--- src/rtl/alarm_sequencer_if.sv ---
// Sensor levels into the alarm sequencer and buzzer/mute drive out of it.
interface alarm_sequencer_if;
    logic sLuz;
    logic sPrta;
    logic sIgn;
    logic sAlr;
    logic sMute;

    modport master (
        output sLuz,
        output sPrta,
        output sIgn,
        input  sAlr,
        input  sMute
    );

    modport slave (
        input  sLuz,
        input  sPrta,
        input  sIgn,
        output sAlr,
        output sMute
    );
endinterface

--- src/rtl/alarm_sequencer.sv ---
// Timed, pulsed alarm drive for the lights-on / door-open / ignition-off warning,
// with arming delay, on/off beep cadence and auto-mute after MAX_BEEPS beeps.
module alarm_sequencer #(
    parameter int unsigned DELAY_CYC = 4,
    parameter int unsigned ON_CYC    = 3,
    parameter int unsigned OFF_CYC   = 2,
    parameter int unsigned MAX_BEEPS = 5
) (
    input  logic               clk,
    input  logic               reset,
    alarm_sequencer_if.slave   bus
);

    localparam int unsigned M1   = (DELAY_CYC > ON_CYC) ? DELAY_CYC : ON_CYC;
    localparam int unsigned MAXC = (M1 > OFF_CYC) ? M1 : OFF_CYC;
    localparam int unsigned CW   = (MAXC > 1) ? $clog2(MAXC) : 1;
    localparam int unsigned BW   = $clog2(MAX_BEEPS + 1);

    typedef enum logic [2:0] {
        IDLE,
        DELAY,
        BEEP_ON,
        BEEP_OFF,
        MUTE
    } state_t;

    state_t          state_q, state_d;
    logic [CW-1:0]   cnt_q,   cnt_d;
    logic [BW-1:0]   nbeep_q, nbeep_d;
    logic            cond_q;
    logic            cond;

    assign cond = bus.sLuz & bus.sPrta & ~bus.sIgn;

    always_ff @(posedge clk or posedge reset) begin
        if (reset) begin
            state_q <= IDLE;
            cnt_q   <= '0;
            nbeep_q <= '0;
            cond_q  <= 1'b0;
        end else begin
            state_q <= state_d;
            cnt_q   <= cnt_d;
            nbeep_q <= nbeep_d;
            cond_q  <= cond;
        end
    end

    // A dropped condition is tested first in every active state so it beats timer expiry.
    always_comb begin
        state_d = state_q;
        cnt_d   = cnt_q;
        nbeep_d = nbeep_q;
        unique case (state_q)
            IDLE: begin
                if (cond_q) begin
                    state_d = DELAY;
                    nbeep_d = '0;
                end
            end
            DELAY: begin
                if (!cond_q) begin
                    state_d = IDLE;
                end else if (cnt_q == CW'(DELAY_CYC - 1)) begin
                    state_d = BEEP_ON;
                end else begin
                    cnt_d = cnt_q + 1'b1;
                end
            end
            BEEP_ON: begin
                if (!cond_q) begin
                    state_d = IDLE;
                end else if (cnt_q == CW'(ON_CYC - 1)) begin
                    nbeep_d = nbeep_q + 1'b1;
                    state_d = (nbeep_d == BW'(MAX_BEEPS)) ? MUTE : BEEP_OFF;
                end else begin
                    cnt_d = cnt_q + 1'b1;
                end
            end
            BEEP_OFF: begin
                if (!cond_q) begin
                    state_d = IDLE;
                end else if (cnt_q == CW'(OFF_CYC - 1)) begin
                    state_d = BEEP_ON;
                end else begin
                    cnt_d = cnt_q + 1'b1;
                end
            end
            MUTE: begin
                if (!cond_q) begin
                    state_d = IDLE;
                end
            end
            default: begin
                state_d = IDLE;
            end
        endcase
        if (state_d != state_q) begin
            cnt_d = '0;
        end
    end

    assign bus.sAlr  = (state_q == BEEP_ON);
    assign bus.sMute = (state_q == MUTE);

endmodule

--- src/flat_wrapper.sv ---
// flat-port wrapper written by rule: the top's interface ports become plain ports
module alarm_sequencer_flat 
#(
    parameter int unsigned DELAY_CYC = 4,
    parameter int unsigned ON_CYC    = 3,
    parameter int unsigned OFF_CYC   = 2,
    parameter int unsigned MAX_BEEPS = 5
)
  (clk, reset, bus_sLuz, bus_sPrta, bus_sIgn, bus_sAlr, bus_sMute);
  alarm_sequencer_if bus_i ();
  input  logic clk;
  input  logic reset;
  input wire logic [$bits(bus_i.sLuz)-1:0] bus_sLuz;
  input wire logic [$bits(bus_i.sPrta)-1:0] bus_sPrta;
  input wire logic [$bits(bus_i.sIgn)-1:0] bus_sIgn;
  output wire logic [$bits(bus_i.sAlr)-1:0] bus_sAlr;
  output wire logic [$bits(bus_i.sMute)-1:0] bus_sMute;
  assign bus_i.sLuz = bus_sLuz;
  assign bus_i.sPrta = bus_sPrta;
  assign bus_i.sIgn = bus_sIgn;
  assign bus_sAlr = bus_i.sAlr;
  assign bus_sMute = bus_i.sMute;
  alarm_sequencer #(.DELAY_CYC(DELAY_CYC), .ON_CYC(ON_CYC), .OFF_CYC(OFF_CYC), .MAX_BEEPS(MAX_BEEPS)) u_core (.clk(clk), .reset(reset), .bus(bus_i));
endmodule
--- config.mk ---
export PLATFORM = sky130hd
export DESIGN_NAME = alarm_sequencer_flat
export DESIGN_NICKNAME = d
export VERILOG_FILES = /design/src/rtl/alarm_sequencer_if.sv /design/src/rtl/alarm_sequencer.sv /design/src/flat_wrapper.sv
export SDC_FILE = /design/constraint.sdc
export NUM_CORES = 1
export LEC_CHECK = 0
export ABC_AREA = 1
export CAP_MARGIN = 10
export CORE_MARGIN = 5
export CORE_UTILIZATION = 40
export DETAILED_ROUTE_END_ITERATION = 7
export PLACE_DENSITY = 0.64
export RECOVER_POWER = 100
export SETUP_SLACK_MARGIN = 0.05
export SLEW_MARGIN = 20
export SYNTH_ARGS = -nofsm -noshare
export SYNTH_HDL_FRONTEND = slang
export SYNTH_SLANG_ARGS = --single-unit
--- constraint.sdc ---
create_clock -name clk -period 3.9 [get_ports clk]
set_input_delay 0.78 -clock clk [delete_from_list [all_inputs] [get_ports clk]]
set_output_delay 0.78 -clock clk [all_outputs]
set_load 0.01 [all_outputs]
**Word level (Yosys, flattened, before mapping)**

Index checks and enable logic that the tools add are counted.

- Output and inout bits: 2
- Register bits: 9
- Word-level logic and storage cells: 54
- Bits of input ports: 5

- Reduce and logical (&&, ||, !) cells: 5
- Bitwise gates (word level): 3
- Equal/unequal tests: 18
- Multiplexer cells: 22
- $add $sub $neg: 2

Operators with widths:

| cell | number |
|---|---|
| $mux W3 | 12 |
| $pmux W3 S5 | 1 |
| $mux W2 | 7 |
| $ne A3 B1 Y1 const B | 3 |
| $ne A3 B3 Y1 const B | 3 |
| $reduce_and A7 Y1 | 1 |
| $eq A3 B2 Y1 const B | 2 |
| $eq A3 B3 Y1 const B | 2 |
| $ne A2 B1 Y1 const B | 3 |
| $pmux W2 S3 | 1 |
| $pmux W3 S2 | 1 |
| $eq A2 B2 Y1 const B | 2 |
| $reduce_and A4 Y1 | 1 |
| $reduce_bool A4 Y1 | 1 |
| $add A3 B1 Y3 const B | 1 |
| $eq A3 B1 Y1 const B | 1 |
| $logic_not A3 Y1 | 1 |
| $ne A3 B3 Y1 | 1 |
| $add A2 B1 Y2 const B | 1 |
| $and A1 B1 Y1 | 2 |
| $eq A2 B1 Y1 const B | 1 |
| $reduce_bool A2 Y1 | 1 |
| $not A1 Y1 | 1 |

**Longest topological paths before layout**

Gate-level depths: netlist of the first run.

- Depth in word-level cells: 9
- Depth in mapped cells: 12
- Mapped depth without buffers: 12

**Least setup slack after synthesis of the first run**

No wires, ideal clock.

- Path type: reg2out
- Start: register u_core.state_q[0]
- End: output port bus_sMute
- Buffers on the path: 1
- Stages on the path, launching flop included: 5
- Arrival time: 843 ps
- Data required time: 3120 ps
- Path slack: 2277 ps
- Path through: dfrtp_1 > buf_4 > nor2_2 > inv_2 > nor2_1

- Longest elaborated chain between the ends: 1

Ends and longest elaborated chain:

| what | line | RTL |
|---|---|---|
| from (decl) | alarm_sequencer.sv:27 | `state_t state_q, state_d;` |
| from (signal assigned) | alarm_sequencer.sv:42 | `state_q <= state_d;` |
| $eq A3 B3 Y1 | alarm_sequencer.sv:104 | `assign bus.sMute = (state_q == MUTE);` |
| to (decl) | flat_wrapper.sv:17 | `output wire logic [$bits(bus_i.sMute)-1:0] bus_sMute;` |

Every way passes these cells.

**Final worst setup path of the first run**

Ends and elaborated chain as after synthesis.

==> results.md, run 1 <==
- Via/cell ratio: between 4 and 5
- DR WL/cell: between 10 and 15 µm
- Worst Setup SP: u_core.state_q[0]$_DFF_PP0_
- Final WL: between 1000 and 1500 µm
- Initial Utilization: between 40 and 50%
- Clock Tree Root: clkbuf_4
- Largest net degree at the start of global routing: 10
- Flop2flop setup slack: around 2.4 ns
- Crit Path Max Fanout: 9
- Depth of the CTS H-tree: 1
- Core ar.: about 1700 µm²
- Util after Layout: between 40% and 50%
- DRT Pass-1 Iters: 4
- Clock buffer depth: 2
- Final ANT Viol Nets: 0
- Number of CTS-inserted buffers: 3
- Fin nets: between 100 and 150
- Initial DRC Count: 24
- Critical path endpoint category: primary output
- Part of the power in combinational logic: approximately 17%
- DIE WIDTH: between 50 and 60 µm
- Sw Ratio: 27.1%
- CTS resizes: 0
- Leakage: roughly 0.42 nW
- Count of cell types in the netlist: 20
- Placed cells: between 100 and 150
- Mapped Cells: 105
- Die ar.: between 2000 and 3000 µm²
- First-pass GRT wire length: roughly 2400 µm
- Clock Latency Late Sink: about 0.25 ns
- Total gr overflow: 0
- Status: complete, no violations
- Synth Warn #: 0
- # IOs: 7
- Reg-to-reg startpoint: u_core.cnt_q[0]$_DFFE_PP0P_
- Final clock skew: just over 0.005 ns
- Fmax: between 0.4 and 0.5 GHz
- Layout cell share with drive strength beyond 1: a little over 6%
- CP startpoint kind: flop
- Hold/Removal Path Class: flop to flop
- Share of the synthesized area in the top cell type: between 30 and 40%
- Cell internal pwr: roughly 0.00015 W
- Max_cap viols: 0
- Post-CTS Setup Bufs: 0
- Gp weighted congestion: around 0.87
- CP Capture Point: bus_sMute
- Seq pwr share: 49.9%
- Number of buffers added on ports: 6
- Net switching power: about 0.000056 W
- Hold slack: around 0.57 ns
- Final Instance Count excl. Fillers: 130
- Vias in the first global route: 620
- Final setup fails: 0
- Via count: approximately 650
- Clock power frac: 33.5%
- Area Overhead vs Synth: 13.5%
- PD cells: around 270 nW/µm²
- Mapped Avg Cell Area: 6.55 µm²
- FF/Latch Area: ~230 µm²
- RSZ-0062 raised after global routing: false
- Sequential share of the synthesized area: roughly a third
- Worst reg2reg path endpoint: u_core.cnt_q[1]$_DFFE_PP0P_
- # DRC: 0
- Clk pin slew, worst setup/hold paths: roughly 0.060 ns
- Clk sinks: 9
- Slew headroom: approximately 80%
- Setup TNS: 0 ns
- Initial antenna violation count: 0
- Inserted Diodes: 0
- # fillers: roughly 180
- Required @ worst endpoint: between 3 and 4 ns
- Syn nets: 115
- Area taken by multi-input logic gates: 369 µm²
- Synthesized flop and latch total: 9
- Post-Synthesis Cell Area: just under 700 µm²
- Gr usage total: roughly an eighth
- Worst Path Arrival: 1.69 ns
- Die H: a little over 50 µm
- Slew Viols, Final: 0
- Tmin final: about 2.5 ns
- Slew @ Worst Pin: about 0.33 ns
- # rows: 15
- Largest cells by area after synthesis: dfrtp_1, nand2_1, inv_1, ha_1, nor2_1
- Hold-fix buffer count after cts: 0
- R2R cell count: 11
- Critical path type: flop to primary output
- Fin crit share: 63.3%
- Most area-hungry cell type in the Yosys netlist: dfrtp_1
- VDD IR max: 269 µV
- Post-DP HPWL: ~1200 µm
- CTS tree: done
- Final Hold Viols: 0
-- cell families (layout without fill, tap and decap cells) --
group	Yosys count	in the layout	share of synthesized area, %
AND/OR/NAND/NOR	56	56	34.7
buffers and inverters	23	31	13.3
AO/OA/AOI/OAI	12	12	10.2
flip-flops	9	9	32.7
adder cells (fa/ha/maj)	5	5	9.09
-- stage by stage --
stage	power (W)	instance area [µm²]	setup slack (ns)
after floorplan	0.000130	688	2.28
after global placement	0.000140	757	1.77
after detailed placement	0.000140	757	1.76
after CTS	0.000212	783	1.47
after global routing	0.000224	781	1.30
final	0.000207	781	1.43
-- worst min path at each step --
stage	start	endpoint	slack (ns)	cells after the start
floorplan	u_core.nbeep_q[2]$_DFFE_PP0P_	u_core.nbeep_q[2]$_DFFE_PP0P_	0.53	2
global placement	u_core.nbeep_q[2]$_DFFE_PP0P_	u_core.nbeep_q[2]$_DFFE_PP0P_	0.55	2
detailed placement	u_core.nbeep_q[2]$_DFFE_PP0P_	u_core.nbeep_q[2]$_DFFE_PP0P_	0.56	2
CTS	u_core.nbeep_q[2]$_DFFE_PP0P_	u_core.nbeep_q[2]$_DFFE_PP0P_	0.57	2
global route	u_core.nbeep_q[2]$_DFFE_PP0P_	u_core.nbeep_q[2]$_DFFE_PP0P_	0.61	2
finish	u_core.nbeep_q[2]$_DFFE_PP0P_	u_core.nbeep_q[2]$_DFFE_PP0P_	0.57	2
-- cell usage in the layout, fill, tap and decap left out, drive strengths merged --
cell / netlist / routed
a211oi: 1 / 1
a21oi: 3 / 3
clkbuf: 0 / 4
clkdlybuf4s50: 0 / 3
dfrtp: 9 / 9
dlygate4sd3: 0 / 3
ha: 5 / 5
inv: 21 / 21
nand2: 32 / 32
nand3: 6 / 6
nand4: 2 / 2
nor2: 13 / 13
nor3: 3 / 3
o211ai: 2 / 2
o21ai: 5 / 5
o31ai: 1 / 1
-- Yosys cell counts (all sizes together) --
library cell	count
a211oi	1
a21oi	3
buf	2
dfrtp	9
ha	5
inv	21
nand2	32
nand3	6
nand4	2
nor2	13
nor3	3
o211ai	2
o21ai	5
o31ai	1
-- state kept, by name, summed over array words and instances (netlist names) --
name,cells
u_core.nbeep_q,3
u_core.state_q,3
u_core.cnt_q,2
u_core.cond_q,1
-- critical path, stage by stage, from the launching register on --
cell and delay [ns]:
dfrtp_1 0.49, nor2_1 0.24, inv_2 0.08, nor2_1 0.09, clkdlybuf4s50_1 0.54
-- power groups by stage --
| stage | registers (W) | clock network (W) | logic, W |
|---|---|---|---|
| after floorplan | 0.000103 | 0 | 0.0000266 |
| after global placement | 0.000105 | 0 | 0.0000345 |
| after detailed placement | 0.000105 | 0 | 0.0000352 |
| after CTS | 0.000103 | 0.0000730 | 0.0000354 |
| after global routing | 0.000104 | 0.0000791 | 0.0000406 |
| final | 0.000103 | 0.0000694 | 0.0000342 |
-- per-layer routing --
layer	vias up	share of wire (%)	GRT usage, %
met2	13	46	20.6
met1	288	49	14.3
met5	-	0	0
met3	2	4.0	4.66
met4	0	1.1	4.37
li1	346	-	-
-- final cells by class --
class                           count  area share [%]
Inverter                           21            10.1
Timing Repair Buffer                6            7.69
Tap cell                           17            2.72
Multi-Input combinational cell     73            47.3
Clock buffer                        4            3.37
Sequential cell                     9            28.8
Power figures use the tool's default switching activity.
==> run 2, diff against run 1 <==
PLACE_DENSITY = 0.66   (was 0.64)
clock period = 2.1 ns   (was 3.9 ns; I/O delays follow)
==> results.md, run 2 (synthesis results as in run 1) <==
- Most common cell after layout, fill and taps aside: nand2_1 (unchanged)
- RSZ-0062 raised after global routing: true (was false)
- Number of CTS-inserted buffers: 3 (unchanged)
- Final Hold Viols: 0 (unchanged)
- CP startpoint kind: flop (unchanged)
- Worst Path Arrival: 1.56 ns (was 1.69 ns)
- Area Overhead vs Synth: 15.1% (was 13.5%)
- Largest net degree at the start of global routing: 10 (unchanged)
- Post-CTS Setup Bufs: 0 (unchanged)
- Via count: 652 (was 649)
- Final ANT Viol Nets: 0 (unchanged)
- Total gr overflow: 0 (unchanged)
- DR WL/cell: 10.7 µm (was 10.6 µm)
- Final setup fails: 0 (unchanged)
- Slew headroom: 77.7% (was 77.8%)
- Most frequent cells in the layout: nand2_1, inv_1, nor2_1 (unchanged)
- Gr usage total: 12.2% (was 12.3%)
- Vias in the first global route: 580 (was 620)
- CTS tree: done (unchanged)
- Via/cell ratio: 5.02 (was 4.99)
- Setup TNS: 0 ns (unchanged)
- Gp weighted congestion: 0.925 (was 0.870)
- Status: complete, no violations (unchanged)
- Reg-to-reg startpoint: u_core.cnt_q[0]$_DFFE_PP0P_ (unchanged)
- VDD IR max: 332 µV (was 269 µV)
- Fin nets: 124 (unchanged)
- Util after Layout: 46.9% (was 46.2%)
- Clock buffer depth: 2 (unchanged)
- Die ar.: 2650 µm² (unchanged)
- Hold-fix buffer count after cts: 0 (unchanged)
- Fmax: approximately 0.51 GHz
- Clk sinks: 9 (unchanged)
- First-pass GRT wire length: 2440 µm (was 2430 µm)
- # DRC: 0 (unchanged)
- Final WL: 1390 µm (was 1380 µm)
- PD cells: 489 nW/µm² (was 265 nW/µm²)
- Post-DP HPWL: 1120 µm (was 1160 µm)
- Depth of the CTS H-tree: 1 (unchanged)
- Clock Latency Late Sink: 0.25 ns (about the same)
- Top Registers: u_core.nbeep_q (3), u_core.state_q (3), u_core.cnt_q (2) (unchanged)
- Slew @ Worst Pin: 0.334 ns (was 0.332 ns)
- Clk pin slew, worst setup/hold paths: 0.06 ns (about the same)
- Crit Path Max Fanout: 9 (unchanged)
- DIE WIDTH: 51.5 µm (unchanged)
- Layout cell share with drive strength beyond 1: 9.73% (was 6.19%)
- Hold/Removal Path Class: primary input to asynchronous set/reset pin (was flop to flop)
- Final clock skew: 0.000247 ns (was 0.00503 ns)
- Slew Viols, Final: 0 (unchanged)
- Initial Utilization: 40.7% (unchanged)
- Tmin final: ~2 ns
- Critical path endpoint category: primary output (unchanged)
- R2R cell count: 11 (unchanged)
- Leakage: 0.415 nW (was 0.420 nW)
- Required @ worst endpoint: 1.68 ns (was 3.12 ns)
- Die H: 51.5 µm (unchanged)
- Initial antenna violation count: 0 (unchanged)
- DRT Pass-1 Iters: 4 (unchanged)
- Core ar.: 1690 µm² (unchanged)
- Critical path type: flop to primary output (unchanged)
- Worst Setup SP: u_core.state_q[0]$_DFF_PP0_ (unchanged)
- Initial DRC Count: 14 (was 24)
- Max_cap viols: 0 (unchanged)
- Number of buffers added on ports: 6 (unchanged)
- Inserted Diodes: 0 (unchanged)
- Clock Tree Root: clkbuf_4 (unchanged)
- Fin crit share: 94.2%
- # IOs: 7 (unchanged)
- # rows: 15 (unchanged)
run 2: power by group:
group	switching [W]	internal [W]	leakage (nW)	total, W
Clock	0.0000577	0.0000731	0.0150	0.000131
Combinational	0.0000383	0.0000259	0.281	0.0000641
Sequential	0.0000110	0.000182	0.118	0.000193
run 2: layout make-up:
| type | count | area [µm²] |
|---|---|---|
| Tap cell | 17 | 21.3 |
| Timing Repair Buffer | 6 | 60.1 |
| Clock buffer | 4 | 26.3 |
| Sequential cell | 9 | 229 |
| Multi-Input combinational cell | 73 | 377 |
| Fill cell | 174 | 897 |
| Inverter | 21 | 78.8 |
run 2: metrics by stage:
step | worst slack [ns] | power, W | instances | hold slack [ns] | instance area [µm²]
detailed placement | 0.320 | 0.000261 | 126 | 0.561 | 757
global placement | 0.342 | 0.000259 | 126 | 0.547 | 757
finish | 0.122 | 0.000388 | 130 | 0.556 | 792
CTS | 0.0843 | 0.000395 | 130 | 0.423 | 785
floorplan | 0.744 | 0.000241 | 105 | 0.248 | 688
global route | 0.0256 | 0.000419 | 130 | 0.580 | 792
run 2: worst max-delay path, cell delays in order (launching register included):
cell	delay, ns
dfrtp_2	0.49
nor2_4	0.14
inv_2	0.06
nor2_1	0.08
clkdlybuf4s50_1	0.53
run 2: path summary, 6_finish.rpt:
check | slack, ns | end
worst max-delay path | 0.12 | bus_sMute
worst min-delay path | 0.56 | u_core.nbeep_q[0]$_DFFE_PP0P_
worst max register to register | 0.55 | u_core.cnt_q[1]$_DFFE_PP0P_
worst min register to register | 0.57 | u_core.nbeep_q[2]$_DFFE_PP0P_
max in group asynchronous | 1.28 | u_core.state_q[1]$_DFF_PP0_
min in group clk | 0.57 | u_core.nbeep_q[2]$_DFFE_PP0P_
run 2: layer usage:
layer  part of all wire, %  global-route usage [%]  vias to the layer above
li1                      -                       -                      343
met1                    50                    16.5                      293
met2                    45                    17.8                       16
met3                   4.6                    4.37                        0
met4                     0                    3.93                        0
met5                     0                       0                        -
run 2: repair_timing:
action	in CTS	in global routing
resized for setup	1	3
setup endpoints to repair	1	2
endpoints found under the hold margin	0	0
==> run 3, diff against run 2 <==
CORE_MARGIN = not set   (was 5)
REMOVE_ABC_BUFFERS = 1   (was not set)
==> results.md, run 3 (synthesis results as in run 1) <==
- Clock Latency Late Sink: 0.26 ns (was 0.25 ns)
- CP startpoint kind: flop (unchanged)
- Gr usage total: 18.9% (was 12.2%)
- CP max-delay cell: clkdlybuf4s50_1 (unchanged)
- Worst Setup SP: u_core.state_q[1]$_DFF_PP0_ (was u_core.state_q[0]$_DFF_PP0_)
- Cell internal pwr: 0.000283 W (was 0.000281 W)
- Gp weighted congestion: 0.859 (was 0.925)
- Die H: 43.5 µm (was 51.5 µm)
- Max_cap viols: 0 (unchanged)
- Placed cells: 125 (was 126)
- VDD IR max: 283 µV (was 332 µV)
- Vias in the first global route: 638 (was 580)
- Most common cell after layout, fill and taps aside: nand2_1 (unchanged)
- Net switching power: 0.000113 W (was 0.000107 W)
- Sw Ratio: 28.5% (was 27.6%)
- Largest net degree at the start of global routing: 10 (unchanged)
- Fmax: 0.501 GHz (was 0.506 GHz)
- Post-detailed-placement cell area: 756 µm² (was 757 µm²)
- CTS tree: done (unchanged)
- DRT Pass-1 Iters: 4 (unchanged)
- Post-DP HPWL: 1150 µm (was 1120 µm)
- Required @ worst endpoint: 1.68 ns (about the same)
- # DRC: 0 (unchanged)
- Final WL: 1410 µm (was 1390 µm)
- Hold/Removal Path Class: primary input to asynchronous set/reset pin (unchanged)
- PD cells: 494 nW/µm² (was 489 nW/µm²)
- Most frequent cells in the layout: nand2_1, inv_1, nor2_1 (unchanged)
- Fin crit share: 95.1% (was 94.2%)
- Critical path endpoint category: primary output (unchanged)
- Inserted Diodes: 0 (unchanged)
- Top Registers: u_core.nbeep_q (3), u_core.state_q (3), u_core.cnt_q (2) (unchanged)
- First-pass GRT wire length: 2650 µm (was 2440 µm)
- Clk sinks: 9 (unchanged)
- Tmin final: 2.00 ns (was 1.98 ns)
- Number of buffers added on ports: 6 (unchanged)
- Clock power frac: 34.2% (was 33.7%)
- Die ar.: 1890 µm² (was 2650 µm²)
- Hold-fix buffer count after cts: 0 (unchanged)
- Clock buffer depth: 2 (unchanged)
- Initial Utilization: 44.1% (was 40.7%)
- Slew Viols, Final: 0 (unchanged)
- Final Instance Count excl. Fillers: 131 (was 130)
- Clock Tree Root: clkbuf_4 (unchanged)
- Seq pwr share: 48.4% (was 49.7%)
- Slowest cell delay on critical path: 0.53 ns (about the same)
- Status: complete, no violations (unchanged)
- Area Overhead vs Synth: 16.4% (was 15.1%)
- Via/cell ratio: 4.84 (was 5.02)
- DR WL/cell: 10.8 µm (was 10.7 µm)
- R2R cell count: 11 (unchanged)
- Design Area, Final: 801 µm² (was 792 µm²)
- Final Hold Viols: 0 (unchanged)
- Via count: 634 (was 652)
- Initial DRC Count: 16 (was 14)
- Number of CTS-inserted buffers: 3 (unchanged)
- Depth of the CTS H-tree: 1 (unchanged)
- Slew @ Worst Pin: 0.353 ns (was 0.334 ns)
- Setup TNS: 0 ns (unchanged)
- Flop2flop setup slack: 0.53 ns (was 0.55 ns)
- DIE WIDTH: 43.5 µm (was 51.5 µm)
- Crit Path Max Fanout: 7 (was 9)
- Reg-to-reg startpoint: u_core.cnt_q[0]$_DFFE_PP0P_ (unchanged)
- Initial antenna violation count: 0 (unchanged)
- Hold slack: 0.556 ns (about the same)
- Part of the power in combinational logic: 17.4% (was 16.6%)
- Layout cell share with drive strength beyond 1: 11.3% (was 9.73%)
- Critical path type: flop to primary output (unchanged)
- RSZ-0062 raised after global routing: true (unchanged)
- Critical-path cell list: nor2_2, inv_2, nor2_1, clkdlybuf4s50_1 (was nor2_4, inv_2, nor2_1, clkdlybuf4s50_1)
- Fin nets: 126 (was 124)
- # IOs: 7 (unchanged)
- Final ANT Viol Nets: 0 (unchanged)
- Total gr overflow: 0 (unchanged)
- Worst Path Arrival: 1.58 ns (was 1.56 ns)
- # rows: 14 (was 15)
- Clk pin slew, worst setup/hold paths: 0.06 ns (about the same)
- CP Capture Point: bus_sMute (unchanged)
- Worst reg2reg path endpoint: u_core.cnt_q[1]$_DFFE_PP0P_ (unchanged)
- Final setup fails: 0 (unchanged)
- Final clock skew: 0.000240 ns (was 0.000247 ns)
- Leakage: 0.423 nW (was 0.415 nW)
- Slew headroom: 76.4% (was 77.7%)
- Core ar.: 1560 µm² (was 1690 µm²)
==> run 3: cell count changes in the layout (fill, tap and decap cells not counted), sizes merged <==
cell / delta
buf: +2
==> run 3: layer usage <==
layer,GRT usage [%],wire [µm],vias up
met4,9.38,0,0
li1,-,-,346
met3,3.75,55,0
met2,27.9,633,14
met1,26.5,723,274
met5,0,0,-
==> run 3: critical path: cells and delay by family (launching register included) <==
kind                   cells  cell delay, ns
buffers and inverters      2            0.60
flip-flops                 1            0.45
AND/OR/NAND/NOR            2            0.27
==> run 3: worst min path at each step <==
stage | endpoint
finish | u_core.nbeep_q[0]$_DFFE_PP0P_
floorplan | u_core.cnt_q[0]$_DFFE_PP0P_
global placement | u_core.nbeep_q[2]$_DFFE_PP0P_
CTS | u_core.cnt_q[0]$_DFFE_PP0P_
detailed placement | u_core.nbeep_q[2]$_DFFE_PP0P_
global route | u_core.nbeep_q[1]$_DFFE_PP0P_
==> run 3: final cells by class <==
class / count / area [µm²]
clock buffers: 4 / 26.3
repair buffers: 8 / 75.1
multi-input cells: 73 / 372
flip-flops and latches: 9 / 229
well taps: 16 / 20.0
inverters: 21 / 78.8
fillers: 148 / 758
==> run 3: metrics by stage <==
stage	worst slack, ns	power (W)	util [%]
2_1_floorplan	0.744	0.000239	-
3_3_place_gp	0.366	0.000258	48.5
3_5_place_dp	0.328	0.000263	48.5
4_1_cts	0.0764	0.000402	50.2
5_1_grt	0.0238	0.000424	51.4
6_report	0.103	0.000396	51.4
==> run 3: what timing repair did <==
action	CTS	global route
setup endpoints to repair	1	2
gates resized for setup	1	2
setup buffers	0	2
==> run 3: power by group through the flow <==
stage / clock network [W] / logic [W] / registers (W)
CTS: 0.000142 / 0.0000672 / 0.000192
global placement: 0 / 0.0000633 / 0.000195
floorplan: 0 / 0.0000465 / 0.000193
global route: 0.000150 / 0.0000813 / 0.000193
detailed placement: 0 / 0.0000670 / 0.000195
finish: 0.000135 / 0.0000690 / 0.000191
